`src/rtl/io_command_scheduler.sv`:
```
`default_nettype none
// ============================================================================
// Module      : io_command_scheduler
// Description : Timed command scheduler between the UART command decoder and
//               the IO module. Decoded commands {instr, reg, time} are queued
//               in a small FIFO. The head command is issued once the free-
//               running timer has reached its time and the IO module is idle.
//               The IO busy handshake is then followed to completion.
// Ports       : clk, rst_n            - clock, synchronous active-low reset
//               control_value         - command word {instr, reg, time}
//               valid_control_value   - enqueue request
//               cmd_ready             - FIFO not full (combinational)
//               time_clear            - zero the timer
//               busy_io_module        - IO module executing
//               instrucction/register/clock_time - last issued command fields
//               valid_instrucction    - one-cycle issue pulse
//               cmd_done              - one-cycle completion pulse
//               queue_count           - entries held in the FIFO
//               now                   - current timer value
//               overflow_err          - sticky, push attempted while full
//               ack_timeout_err       - sticky, IO never went busy after issue
// Revision    : 1.0 - initial release
// ============================================================================
module io_command_scheduler #(
   parameter int INPUT_DATA_SIZE    = 40,
   parameter int WORD_SIZE          = 32,
   parameter int INSTRUCTION_SIZE   = 3,
   parameter int SIZE_WORD_REGISTER = 5,
   parameter int DEPTH              = 4,
   parameter int ACK_TIMEOUT        = 15
) (
   input  logic                          clk,
   input  logic                          rst_n,
   input  logic [INPUT_DATA_SIZE-1:0]    control_value,
   input  logic                          valid_control_value,
   output logic                          cmd_ready,
   input  logic                          time_clear,
   input  logic                          busy_io_module,
   output logic [INSTRUCTION_SIZE-1:0]   instrucction,
   output logic [SIZE_WORD_REGISTER-1:0] register,
   output logic [WORD_SIZE-1:0]          clock_time,
   output logic                          valid_instrucction,
   output logic                          cmd_done,
   output logic [$clog2(DEPTH):0]        queue_count,
   output logic [WORD_SIZE-1:0]          now,
   output logic                          overflow_err,
   output logic                          ack_timeout_err
);

   localparam int                AW         = $clog2(DEPTH);
   localparam int                CW         = AW + 1;
   localparam logic [CW-1:0]     FULL_COUNT = CW'(DEPTH);
   localparam logic [7:0]        ACK_LAST   = 8'(ACK_TIMEOUT - 1);
   localparam logic [WORD_SIZE-1:0] ONE     = WORD_SIZE'(1);

   typedef enum logic [2:0] {
      S_IDLE      = 3'd0,
      S_WAIT_TIME = 3'd1,
      S_ISSUE     = 3'd2,
      S_WAIT_ACK  = 3'd3,
      S_WAIT_DONE = 3'd4
   } state_t;

   state_t                          state_q, state_d;
   logic [INPUT_DATA_SIZE-1:0]      mem_q [DEPTH];
   logic [AW-1:0]                   rd_ptr_q, wr_ptr_q;
   logic [CW-1:0]                   count_q;
   logic [WORD_SIZE-1:0]            now_q;
   logic [7:0]                      ack_cnt_q, ack_cnt_d;
   logic                            valid_q, valid_d;
   logic                            done_q, done_d;
   logic                            ovf_q;
   logic                            ack_err_q, ack_err_d;
   logic [INSTRUCTION_SIZE-1:0]     instr_q, instr_d;
   logic [SIZE_WORD_REGISTER-1:0]   reg_q, reg_d;
   logic [WORD_SIZE-1:0]            time_q, time_d;

   logic [INPUT_DATA_SIZE-1:0]      head_w;
   logic [WORD_SIZE-1:0]            diff_w;
   logic                            due_w;
   logic                            push_w;
   logic                            pop_w;

   // Ready depends only on the registered count, so a pop in the same cycle
   // never lets a push into a full FIFO.
   assign cmd_ready = (count_q != FULL_COUNT);
   assign push_w    = valid_control_value & cmd_ready;
   assign pop_w     = (state_q == S_ISSUE);

   assign head_w = mem_q[rd_ptr_q];
   // Wrap-safe due test: the head is due once (now - T) is non-negative when
   // read as a signed 32-bit distance.
   assign diff_w = now_q - head_w[WORD_SIZE-1:0];
   assign due_w  = ~diff_w[WORD_SIZE-1];

   // FIFO, timer and sticky overflow flag
   always_ff @(posedge clk) begin
      if (!rst_n) begin
         for (int i = 0; i < DEPTH; i++) begin
            mem_q[i] <= '0;
         end
         rd_ptr_q <= '0;
         wr_ptr_q <= '0;
         count_q  <= '0;
         now_q    <= '0;
         ovf_q    <= 1'b0;
      end else begin
         now_q <= time_clear ? '0 : now_q + ONE;
         if (push_w) begin
            mem_q[wr_ptr_q] <= control_value;
            wr_ptr_q        <= wr_ptr_q + AW'(1);
         end
         if (pop_w) begin
            rd_ptr_q <= rd_ptr_q + AW'(1);
         end
         if (push_w && !pop_w) begin
            count_q <= count_q + CW'(1);
         end else if (!push_w && pop_w) begin
            count_q <= count_q - CW'(1);
         end
         if (valid_control_value && !cmd_ready) begin
            ovf_q <= 1'b1;
         end
      end
   end

   // FSM state and registered outputs
   always_ff @(posedge clk) begin
      if (!rst_n) begin
         state_q   <= S_IDLE;
         ack_cnt_q <= '0;
         valid_q   <= 1'b0;
         done_q    <= 1'b0;
         ack_err_q <= 1'b0;
         instr_q   <= '0;
         reg_q     <= '0;
         time_q    <= '0;
      end else begin
         state_q   <= state_d;
         ack_cnt_q <= ack_cnt_d;
         valid_q   <= valid_d;
         done_q    <= done_d;
         ack_err_q <= ack_err_d;
         instr_q   <= instr_d;
         reg_q     <= reg_d;
         time_q    <= time_d;
      end
   end

   always_comb begin
      state_d   = state_q;
      ack_cnt_d = ack_cnt_q;
      valid_d   = 1'b0;
      done_d    = 1'b0;
      ack_err_d = ack_err_q;
      instr_d   = instr_q;
      reg_d     = reg_q;
      time_d    = time_q;
      case (state_q)
         S_IDLE: begin
            if (count_q != '0) begin
               state_d = S_WAIT_TIME;
            end
         end
         S_WAIT_TIME: begin
            if (due_w && !busy_io_module) begin
               state_d = S_ISSUE;
            end
         end
         S_ISSUE: begin
            valid_d   = 1'b1;
            instr_d   = head_w[INPUT_DATA_SIZE-1 -: INSTRUCTION_SIZE];
            reg_d     = head_w[WORD_SIZE +: SIZE_WORD_REGISTER];
            time_d    = head_w[WORD_SIZE-1:0];
            ack_cnt_d = '0;
            state_d   = S_WAIT_ACK;
         end
         S_WAIT_ACK: begin
            if (busy_io_module) begin
               state_d = S_WAIT_DONE;
            end else if (ack_cnt_q == ACK_LAST) begin
               ack_err_d = 1'b1;
               state_d   = S_IDLE;
            end else begin
               ack_cnt_d = ack_cnt_q + 8'd1;
            end
         end
         S_WAIT_DONE: begin
            if (!busy_io_module) begin
               done_d  = 1'b1;
               state_d = S_IDLE;
            end
         end
         default: begin
            state_d = S_IDLE;
         end
      endcase
   end

   assign instrucction       = instr_q;
   assign register           = reg_q;
   assign clock_time         = time_q;
   assign valid_instrucction = valid_q;
   assign cmd_done           = done_q;
   assign queue_count        = count_q;
   assign now                = now_q;
   assign overflow_err       = ovf_q;
   assign ack_timeout_err    = ack_err_q;

endmodule
`default_nettype wire

```
`config.mk`:
```
export PLATFORM = sky130hd
export DESIGN_NAME = io_command_scheduler
export DESIGN_NICKNAME = d
export VERILOG_FILES = /design/src/rtl/io_command_scheduler.sv
export SDC_FILE = /design/constraint.sdc
export NUM_CORES = 1
export LEC_CHECK = 0
export CAP_MARGIN = 20
export CORE_MARGIN = 1
export CORE_UTILIZATION = 40
export DETAILED_ROUTE_END_ITERATION = 8
export PLACE_DENSITY = 0.62
export SETUP_SLACK_MARGIN = 0.1
export SLEW_MARGIN = 20
export SYNTH_ARGS = -nofsm -noshare
export SYNTH_HDL_FRONTEND = slang
export SYNTH_SLANG_ARGS = --single-unit
```
`constraint.sdc`:
```
create_clock -name clk -period 7.7 [get_ports clk]
set_clock_uncertainty 0.1 [all_clocks]
set_input_delay 0.77 -clock clk [delete_from_list [all_inputs] [get_ports clk]]
set_output_delay 0.77 -clock clk [all_outputs]
set_load 0.1 [all_outputs]
```
==> results of run 1 <==
layer usage:
layer	part of all wire	wire (um)	track usage	vias to the layer above
li1	-	-	-	3663
met4	0.017	459	0.0474	0
met3	0.042	1160	0.0257	34
met1	0.44	12000	0.252	3708
met2	0.50	13700	0.340	168
met5	0	0	0	-
path summary, 6_finish.rpt:
check,start,to,slack (ns)
setup / recovery,flip-flop,state_q[1]$_SDFFE_PN0P_,4.27
hold / removal,clock_time[18]$_SDFFE_PN0P_,clock_time[18]$_SDFFE_PN0P_,0.36
setup reg to reg,flip-flop,state_q[1]$_SDFFE_PN0P_,4.27
hold reg to reg,clock_time[18]$_SDFFE_PN0P_,clock_time[18]$_SDFFE_PN0P_,0.36
worst max-delay path, delay by kind of cell (launching register included):
family                     cells  cell delay, ns
and+or+nand+nor                1            0.44
buffers and inverters          2            0.72
muxes                          1            0.60
DFF                            1            0.31
adders and majority gates      1            0.24
AOI/OAI and AO/OA              5            0.89
logic make-up (layout without fill, tap and decap cells):
family | Yosys count | after routing
simple gates | 406 | 406
flops | 256 | 256
buf+inv | 127 | 266
compound gates | 92 | 92
mux | 41 | 41
xor+xnor | 36 | 36
fa+ha+maj | 35 | 35
layout make-up:
cell class | count | share of cell area
flip-flops and latches | 256 | 0.484
multi-input cells | 610 | 0.307
repair buffers | 138 | 0.0964
clock buffers | 39 | 0.0540
well taps | 378 | 0.0340
inverters | 78 | 0.0210
clock inverters | 11 | 0.00414
stage by stage:
step / worst slack [ns] / total power, mW / hold slack (ns)
floorplan: 2.01 / 2.10 / 0.380
global placement: 4.05 / 2.29 / 0.356
detailed placement: 4.00 / 2.30 / 0.358
CTS: 4.18 / 3.50 / 0.366
global route: 3.91 / 3.61 / 0.386
finish: 4.27 / 3.46 / 0.361
synth_stat cells, drive strengths merged, types with 5 or more instances:
cell	n
a21boi	43
a21oi	18
and2	49
and3	8
buf	12
clkbuf	37
dfxtp	96
edfxtp	160
ha	34
inv	78
mux4	40
nand2	145
nand3	29
nand4	13
nor2	128
nor2b	7
o21ai	15
or3	5
xnor2	11
xor2	25
flip-flops by register name (all words and copies together), names as in the netlist, 2 cells and up, named ones only:
| signal | count |
|---|---|
| ack_cnt_q | 8 |
| register | 5 |
| queue_count | 3 |
| rd_ptr_q | 2 |
| instrucction | 3 |
| wr_ptr_q | 2 |
| mem_q | 160 |
| now | 32 |
| clock_time | 32 |
| state_q | 3 |
report_power, final:
group | internal, mW | total, mW | switching (mW)
logic | 0.202 | 0.618 | 0.416
clock network | 0.675 | 1.20 | 0.526
registers | 1.59 | 1.65 | 0.0527
total | 2.47 | 3.46 | 0.995
==> results.sh, run 1 <==
export IMPL_die_area_sq_um=29300
export IMPL_leakage_nw=5.25
export IMPL_yosysWarnings=0
export IMPL_seq_area_sq_um=6730
export IMPL_synth_xor_area_frac=0.0276
export IMPL_grt_pass1_wl_um=43000
export IMPL_synth_cell_type_count=54
export IMPL_post_cts_setup_buffers=0
export IMPL_post_cts_resized=0
export IMPL_synth_nets=1073
export IMPL_multi_input_area_sq_um=4270
export IMPL_place_congestion=0.787
export IMPL_yosysSeqAreaShare=0.588
export IMPL_numPortBuffers=124
export IMPL_critical_path_class="flip-flop to flip-flop"
export IMPL_post_dp_cell_area_sq_um=13100
export IMPL_drt_pass1_iterations=5
export IMPL_synthArstFlopShare=0
export IMPL_yosys_area_top_type="edfxtp_1"
export IMPL_htreeDepth=1
export IMPL_hold_violations=0
export IMPL_rows=61
export IMPL_synthTopCellsByArea="edfxtp_1 42%, dfxtp_1 17%, mux4_2 7.9%"
export IMPL_maxSlewHeadroom=0.342
export IMPL_synth_top_family_by_area="simple AND/OR/NAND/NOR gates"
export IMPL_clockRootBuffer="clkbuf_16"
export IMPL_setup_violations=0
export IMPL_synth_adder_area_share=0.0389
export IMPL_finalCritPeriodShare=0.445
export IMPL_p_per_area_nw_per_um2=249
export IMPL_route_detailed_drc=0
export IMPL_grt_usage=0.194
export IMPL_die_y_um=171
export IMPL_crit_arrival_ns=3.77
export IMPL_drtAntennaViolNets=0
export IMPL_ir_drop_mv=0.154
export IMPL_slowest_delay_ns=0.65
export IMPL_maxCapViolCount=0
export IMPL_ys_ff_latch=256
export IMPL_final_util=0.498
export IMPL_clk_path_buf_depth=3
export IMPL_detail_route_wl_per_cell_um=18.1
export IMPL_cts_tree="done"
export IMPL_vias=7573
export IMPL_hold_path_depth=2
export IMPL_die_w_um=171
export IMPL_fill_cells=2563
export IMPL_finalMaxSlewViolations=0
export IMPL_coreArea_sq_um=27900
export IMPL_cts_num_sinks=256
export IMPL_synth_compound_area_frac=0.0561
export IMPL_clock_latency_ns=0.53
export IMPL_overflow=0
export IMPL_stdcell_count=1510
export IMPL_layout_nets=1191
export IMPL_slowest_stage="buf_4"
export IMPL_cts_hold_buffers=0
export IMPL_placed_cells=1460
export IMPL_tns_ns=0
export IMPL_cts_buffers=27
export IMPL_drive_gt1_frac=0.0972
export IMPL_dp_hpwl_um=17900
export IMPL_synth_edf_count=160
export IMPL_clk_pin_slew_worst_paths_ns=0.06
export IMPL_final_common_cell="edfxtp_1"
export IMPL_worstSetupStartpointType="flip-flop"
export IMPL_first_iter_violations=517
export IMPL_drt_total_wl_um=27400
export IMPL_io_pins=125
export IMPL_initial_core_util=0.410
export IMPL_hp_class="flip-flop to flip-flop"
export IMPL_muxShareOfSynthArea=0.0796
export IMPL_mostFrequentLayoutCells="160 x edfxtp_1, 144 x nand2_1, 128 x nor2_1, 123 x clkdlybuf4s50_1, 94 x dfxtp_1"
export IMPL_areaGrowthSynthToFinish_pct=21.6
export IMPL_antenna_found_initial=0
export IMPL_avgSynthCellArea_sq_um=11.5
export IMPL_yosysTopAreaCellShare=0.420
export IMPL_grt_max_degree=69
export IMPL_crit_fanout=40
export IMPL_final_min_clock_period_ns=3.43
export IMPL_endpoint_kind="flip-flop"
export IMPL_cp_required_ns=8.04
export IMPL_yosys_area_share_simple=0.167
export IMPL_path_cells="buf_4, mux4_2, inv_1, ha_1, a21oi_1, a21boi_0, nor4_2, o32ai_2, o21ba_1, o41ai_2"
export IMPL_fmax_ghz=0.292
export IMPL_antenna_cells=0
export IMPL_rr_worst_depth=10
export IMPL_synth_flop_cell="edfxtp_1"
export IMPL_rsz0062_at_grt="no"
export IMPL_netlist_area_sq_um=11400
export IMPL_worst_pin_slew_ns=0.987
export IMPL_final_cell_area_sq_um=13900
export IMPL_avgViaCountPerCell=5.02
export IMPL_grt_pass1_vias=7576
export IMPL_synth_cells=993
export IMPL_status="finished clean"
(Power assumes the default switching activity.)
==> inputs of run 2 (changes only) <==
==> constraint.sdc (replaced) <==
create_clock -name clk -period 3.3 [get_ports clk]
set_clock_uncertainty 0.1 [all_clocks]
set_input_delay 0.33 -clock clk [delete_from_list [all_inputs] [get_ports clk]]
set_output_delay 0.33 -clock clk [all_outputs]
set_load 0.1 [all_outputs]
==> results.sh, run 2 (synthesis results as in run 1) <==
export IMPL_clock_latency_ns=0.54
export IMPL_worst_pin_slew_ns=0.993
export IMPL_dp_hpwl_um=18000
export IMPL_initial_core_util=0.410
export IMPL_vias=7653
export IMPL_final_util=0.507
export IMPL_leakage_nw=5.46
export IMPL_tns_ns=0
export IMPL_cts_buffers=27
export IMPL_largest_reg_flops=160
export IMPL_use_met2=0.334
export IMPL_die_area_sq_um=29300
export IMPL_cp_required_ns=3.65
export IMPL_setup_ws_ns=0.336
export IMPL_clockRootBuffer="clkbuf_16"
export IMPL_drtAntennaViolNets=0
export IMPL_rows=61
export IMPL_setup_violations=0
export IMPL_maxCapViolCount=0
export IMPL_crit_arrival_ns=3.32
export IMPL_placed_cells=1466
export IMPL_stdcell_count=1523
export IMPL_place_congestion=0.767
export IMPL_grt_max_degree=54
export IMPL_mostFrequentLayoutCells="160 x edfxtp_1, 143 x nand2_1, 128 x nor2_1, 97 x clkdlybuf4s50_1, 91 x dfxtp_1"
export IMPL_critical_path_class="flip-flop to flip-flop"
export IMPL_clk_path_buf_depth=3
export IMPL_antenna_found_initial=0
export IMPL_top_register="mem_q"
export IMPL_coreArea_sq_um=27900
export IMPL_overflow=0
export IMPL_final_min_clock_period_ns=2.96
export IMPL_cts_num_sinks=256
export IMPL_ff2ff_setup_slack_ns=0.34
export IMPL_grt_pass1_vias=7848
export IMPL_grt_pass1_wl_um=43300
export IMPL_route_detailed_drc=0
export IMPL_layout_nets=1204
export IMPL_drt_pass1_iterations=4
export IMPL_multi_input_area_sq_um=4280
export IMPL_clk_pin_slew_worst_paths_ns=0.06
export IMPL_die_y_um=171
export IMPL_crit_fanout=8
export IMPL_p_per_area_nw_per_um2=601
export IMPL_avgViaCountPerCell=5.02
export IMPL_htreeDepth=1
export IMPL_numPortBuffers=124
export IMPL_grt_usage=0.195
export IMPL_antenna_cells=0
export IMPL_pre_cts_ws_ns=0.306
export IMPL_total_power_mw=8.50
export IMPL_die_w_um=171
export IMPL_status="finished clean"
export IMPL_r2r_end="state_q[1]$_SDFFE_PN0P_"
export IMPL_endpoint_kind="flip-flop"
export IMPL_critPathTopFamily="compound AO/OA/AOI/OAI gates"
export IMPL_finalCritPeriodShare=0.898
export IMPL_whs_ns=0.145
export IMPL_rsz0062_at_grt="no"
export IMPL_slowest_delay_ns=0.52
export IMPL_finalMaxSlewViolations=0
export IMPL_rr_worst_depth=11
export IMPL_final_common_cell="edfxtp_1"
export IMPL_drt_total_wl_um=27500
export IMPL_gr_usage_met1=0.250
export IMPL_post_dp_cell_area_sq_um=13200
export IMPL_ir_drop_mv=0.271
export IMPL_gr_max_usage_layer="met2"
export IMPL_cts_hold_buffers=0
export IMPL_worstSetupStartpointType="flip-flop"
export IMPL_first_iter_violations=531
export IMPL_grtUsageMet3=0.0287
export IMPL_drive_gt1_frac=0.140
export IMPL_hp_class="input port to flip-flop"
export IMPL_maxSlewHeadroom=0.336
export IMPL_seq_area_sq_um=6740
export IMPL_fmax_ghz=0.337
export IMPL_worst_path_stages=11
export IMPL_path_cells="buf_12, buf_4, mux4_2, inv_1, ha_1, a21oi_1, o21ai_0, a221oi_1, o211ai_1, o21ba_1, o41ai_2"
export IMPL_hold_violations=0
export IMPL_final_cell_area_sq_um=14200
export IMPL_detail_route_wl_per_cell_um=18.1
export IMPL_fill_cells=2489
export IMPL_crit_buf_inv=3
export IMPL_slowest_stage="mux4_2"
export IMPL_areaGrowthSynthToFinish_pct=23.8
export IMPL_cts_tree="done"
export IMPL_io_pins=125
export IMPL_cp_endpoint="state_q[1]$_SDFFE_PN0P_"
-- run 2: changes by cell type in the layout (fill, tap and decap cells not counted), sizes merged --
cell           delta
buf              +38
bufinv            +4
clkbuf            +2
clkdlybuf4s50    -26
clkinv            -5
clkinvlp          -1
inv               +1
-- run 2: worst min path at each step --
stage | startpoint | to | slack [ns] | depth (start not counted)
6_report | rst_n | clock_time[18]$_SDFFE_PN0P_ | 0.15 | 2
3_5_place_dp | clock_time[16]$_SDFFE_PN0P_ | clock_time[16]$_SDFFE_PN0P_ | 0.36 | 2
2_1_floorplan | busy_io_module | state_q[1]$_SDFFE_PN0P_ | 0.33 | 1
4_1_cts | rst_n | clock_time[18]$_SDFFE_PN0P_ | 0.14 | 2
5_1_grt | rst_n | clock_time[15]$_SDFFE_PN0P_ | 0.15 | 2
3_3_place_gp | clock_time[16]$_SDFFE_PN0P_ | clock_time[16]$_SDFFE_PN0P_ | 0.35 | 2
-- run 2: power by group --
group | internal, mW | switching [mW]
Sequential | 3.72 | 0.125
Clock | 1.94 | 1.24
Combinational | 0.498 | 0.989
Total | 6.15 | 2.35
-- run 2: layout make-up --
| type | instances | share of cell area |
|---|---|---|
| well taps | 378 | 0.0334 |
| inverters | 78 | 0.0207 |
| clock buffers | 40 | 0.0549 |
| clock inverters | 10 | 0.0107 |
| flip-flops and latches | 256 | 0.476 |
| repair buffers | 151 | 0.103 |
| multi-input cells | 610 | 0.302 |
-- run 2: repair_timing --
action / in CTS / in global routing
resized for setup: 0 / 2
setup buffers: 0 / 6
endpoints found under the setup margin: 0 / 1
-- run 2: worst reg2reg max path: stages (launching register included) --
cell      delay [ns]
dfxtp_4         0.40
buf_12          0.14
buf_4           0.14
mux4_2          0.52
inv_1           0.08
ha_1            0.23
a21oi_1         0.15
o21ai_0         0.15
a221oi_1        0.29
o211ai_1        0.20
o21ba_1         0.23
o41ai_2         0.25
-- run 2: metal layers --
layer | share of wire | vias up
met5 | 0 | -
li1 | - | 3698
met1 | 0.44 | 3719
met4 | 0.029 | 0
met3 | 0.048 | 56
met2 | 0.49 | 180
==> inputs of run 3 (changes only) <==
--- a/config.mk
+++ b/config.mk
@@ -8,6 +8,7 @@
 export CAP_MARGIN = 20
 export CORE_MARGIN = 1
 export CORE_UTILIZATION = 40
+export CTS_CLUSTER_DIAMETER = 40
 export DETAILED_ROUTE_END_ITERATION = 8
 export PLACE_DENSITY = 0.62
 export SETUP_SLACK_MARGIN = 0.1
==> results.sh, run 3 (synthesis results as in run 1) <==
export IMPL_slowest_delay_ns=0.52
export IMPL_ir_drop_mv=0.382
export IMPL_htreeDepth=2
export IMPL_worstSetupStartpointType="flip-flop"
export IMPL_io_pins=125
export IMPL_post_cts_setup_buffers=0
export IMPL_largest_reg_flops=160
export IMPL_ff2ff_setup_slack_ns=0.31
export IMPL_path_cells="buf_12, mux4_2, inv_1, ha_1, a21oi_1, a21boi_0, nor4_2, o32ai_2, o21ba_1, o41ai_2"
export IMPL_maxCapViolCount=0
export IMPL_clock_latency_ns=0.51
export IMPL_numPortBuffers=124
export IMPL_drt_total_wl_um=27900
export IMPL_grt_max_degree=54
export IMPL_min_from="rst_n"
export IMPL_top_layer_used="met4"
export IMPL_final_common_cell="edfxtp_1"
export IMPL_tns_ns=0
export IMPL_critical_path_class="flip-flop to flip-flop"
export IMPL_avgViaCountPerCell=5.02
export IMPL_crit_arrival_ns=3.29
export IMPL_clockRootBuffer="clkbuf_16"
export IMPL_final_min_clock_period_ns=2.99
export IMPL_place_congestion=0.767
export IMPL_min_to="clock_time[18]$_SDFFE_PN0P_"
export IMPL_layout_nets=1206
export IMPL_antenna_found_initial=0
export IMPL_route_detailed_drc=0
export IMPL_route_met3_wl_um=1390
export IMPL_clk_path_buf_depth=3
export IMPL_status="finished clean"
export IMPL_overflow=0
export IMPL_worst_pin_slew_ns=0.992
export IMPL_clk_pin_slew_worst_paths_ns=0.06
export IMPL_cts_tree="done"
export IMPL_post_cts_resized=0
export IMPL_initial_core_util=0.410
export IMPL_rows=61
export IMPL_crit_fanout=11
export IMPL_rsz0062_at_grt="no"
export IMPL_drtAntennaViolNets=0
export IMPL_finalCritPeriodShare=0.905
export IMPL_finalMaxSlewViolations=0
export IMPL_rr_worst_depth=10
export IMPL_maxSlewHeadroom=0.336
export IMPL_die_w_um=171
export IMPL_slowest_stage="mux4_2"
export IMPL_r2r_end="state_q[1]$_SDFFE_PN0P_"
export IMPL_detail_route_wl_per_cell_um=18.2
export IMPL_cts_hold_buffers=0
export IMPL_hold_violations=0
export IMPL_pre_cts_ws_ns=0.306
export IMPL_coreArea_sq_um=27900
export IMPL_setup_violations=0
export IMPL_cts_buffers=35
export IMPL_total_power_mw=9.32
export IMPL_first_iter_violations=500
export IMPL_final_cell_area_sq_um=14400
export IMPL_dp_hpwl_um=18000
export IMPL_endpoint_kind="flip-flop"
export IMPL_die_y_um=171
export IMPL_vias=7686
export IMPL_hold_path_depth=2
export IMPL_p_per_area_nw_per_um2=646
export IMPL_antenna_cells=0
export IMPL_drt_pass1_iterations=5
export IMPL_cp_required_ns=3.61
export IMPL_route_met2_wl_um=13800
export IMPL_cts_num_sinks=256
export IMPL_drive_gt1_frac=0.150
export IMPL_grt_pass1_vias=7924
export IMPL_leakage_nw=5.58
export IMPL_grt_usage=0.197
export IMPL_hp_class="input port to flip-flop"
export IMPL_post_dp_cell_area_sq_um=13200
export IMPL_fmax_ghz=0.335
export IMPL_grt_pass1_wl_um=43700
export IMPL_mostFrequentLayoutCells="160 x edfxtp_1, 143 x nand2_1, 128 x nor2_1, 97 x clkdlybuf4s50_1, 91 x dfxtp_1"
export IMPL_setup_ws_ns=0.315
export IMPL_top_register="mem_q"
export IMPL_met1_length_um=11900
export IMPL_die_area_sq_um=29300
export IMPL_areaGrowthSynthToFinish_pct=26.1
[run 3: changes by cell type in the layout (fill, tap and decap cells not counted), sizes merged]
cell      before  now
bufinv         4    7
clkbuf        41   40
buf           53   47
inv           80   85
clkinv         4    9
clkinvlp       0    2
[run 3: layout make-up]
cell class              count  area, sq um
fillers                  2442        13500
flip-flops and latches    256         6740
multi-input cells         610         4280
repair buffers            145         1410
clock buffers              39          901
well taps                 378          473
clock inverters            25          339
inverters                  78          293
[run 3: metrics by stage]
step / util / std cells / hold slack (ns)
6_report: 0.517 / 1531 / 0.167
5_1_grt: 0.517 / 1531 / 0.174
4_1_cts: 0.515 / 1530 / 0.169
3_5_place_dp: 0.471 / 1466 / 0.357
3_3_place_gp: 0.471 / 1466 / 0.353
2_1_floorplan: - / 993 / 0.333
[run 3: routing by layer]
metal  vias up  global-route usage
met2       190               0.345
met3        51              0.0326
met5         -                   0
met4         0              0.0687
met1      3740               0.246
li1       3705                   -
[run 3: worst max path at each step]
stage | slack, ns | depth (start not counted) | start | end
5_1_grt | 0.13 | 10 | flip-flop | state_q[1]$_SDFFE_PN0P_
6_report | 0.31 | 10 | flip-flop | state_q[1]$_SDFFE_PN0P_
3_3_place_gp | 0.38 | 10 | flip-flop | state_q[1]$_SDFFE_PN0P_
3_5_place_dp | 0.31 | 10 | flip-flop | state_q[1]$_SDFFE_PN0P_
2_1_floorplan | 0.21 | 10 | queue_count[0]$_SDFFE_PN0P_ | queue_count[2]$_SDFFE_PN0P_
4_1_cts | 0.27 | 10 | flip-flop | state_q[1]$_SDFFE_PN0P_
[run 3: critical path, delay by kind of cell (launching register included)]
kind                     cells  cell delay (ns)
AO/OA/AOI/OAI                5             0.90
adder cells (fa/ha/maj)      1             0.25
buffers and inverters        2             0.25
flip-flops                   1             0.40
multiplexers                 1             0.52
AND/OR/NAND/NOR              1             0.45
[run 3: where the power goes]
group | total [mW] | switching, mW | internal [mW]
Sequential | 3.84 | 0.123 | 3.72
Clock | 4.00 | 1.45 | 2.55
Combinational | 1.48 | 0.993 | 0.490
Total | 9.32 | 2.56 | 6.76
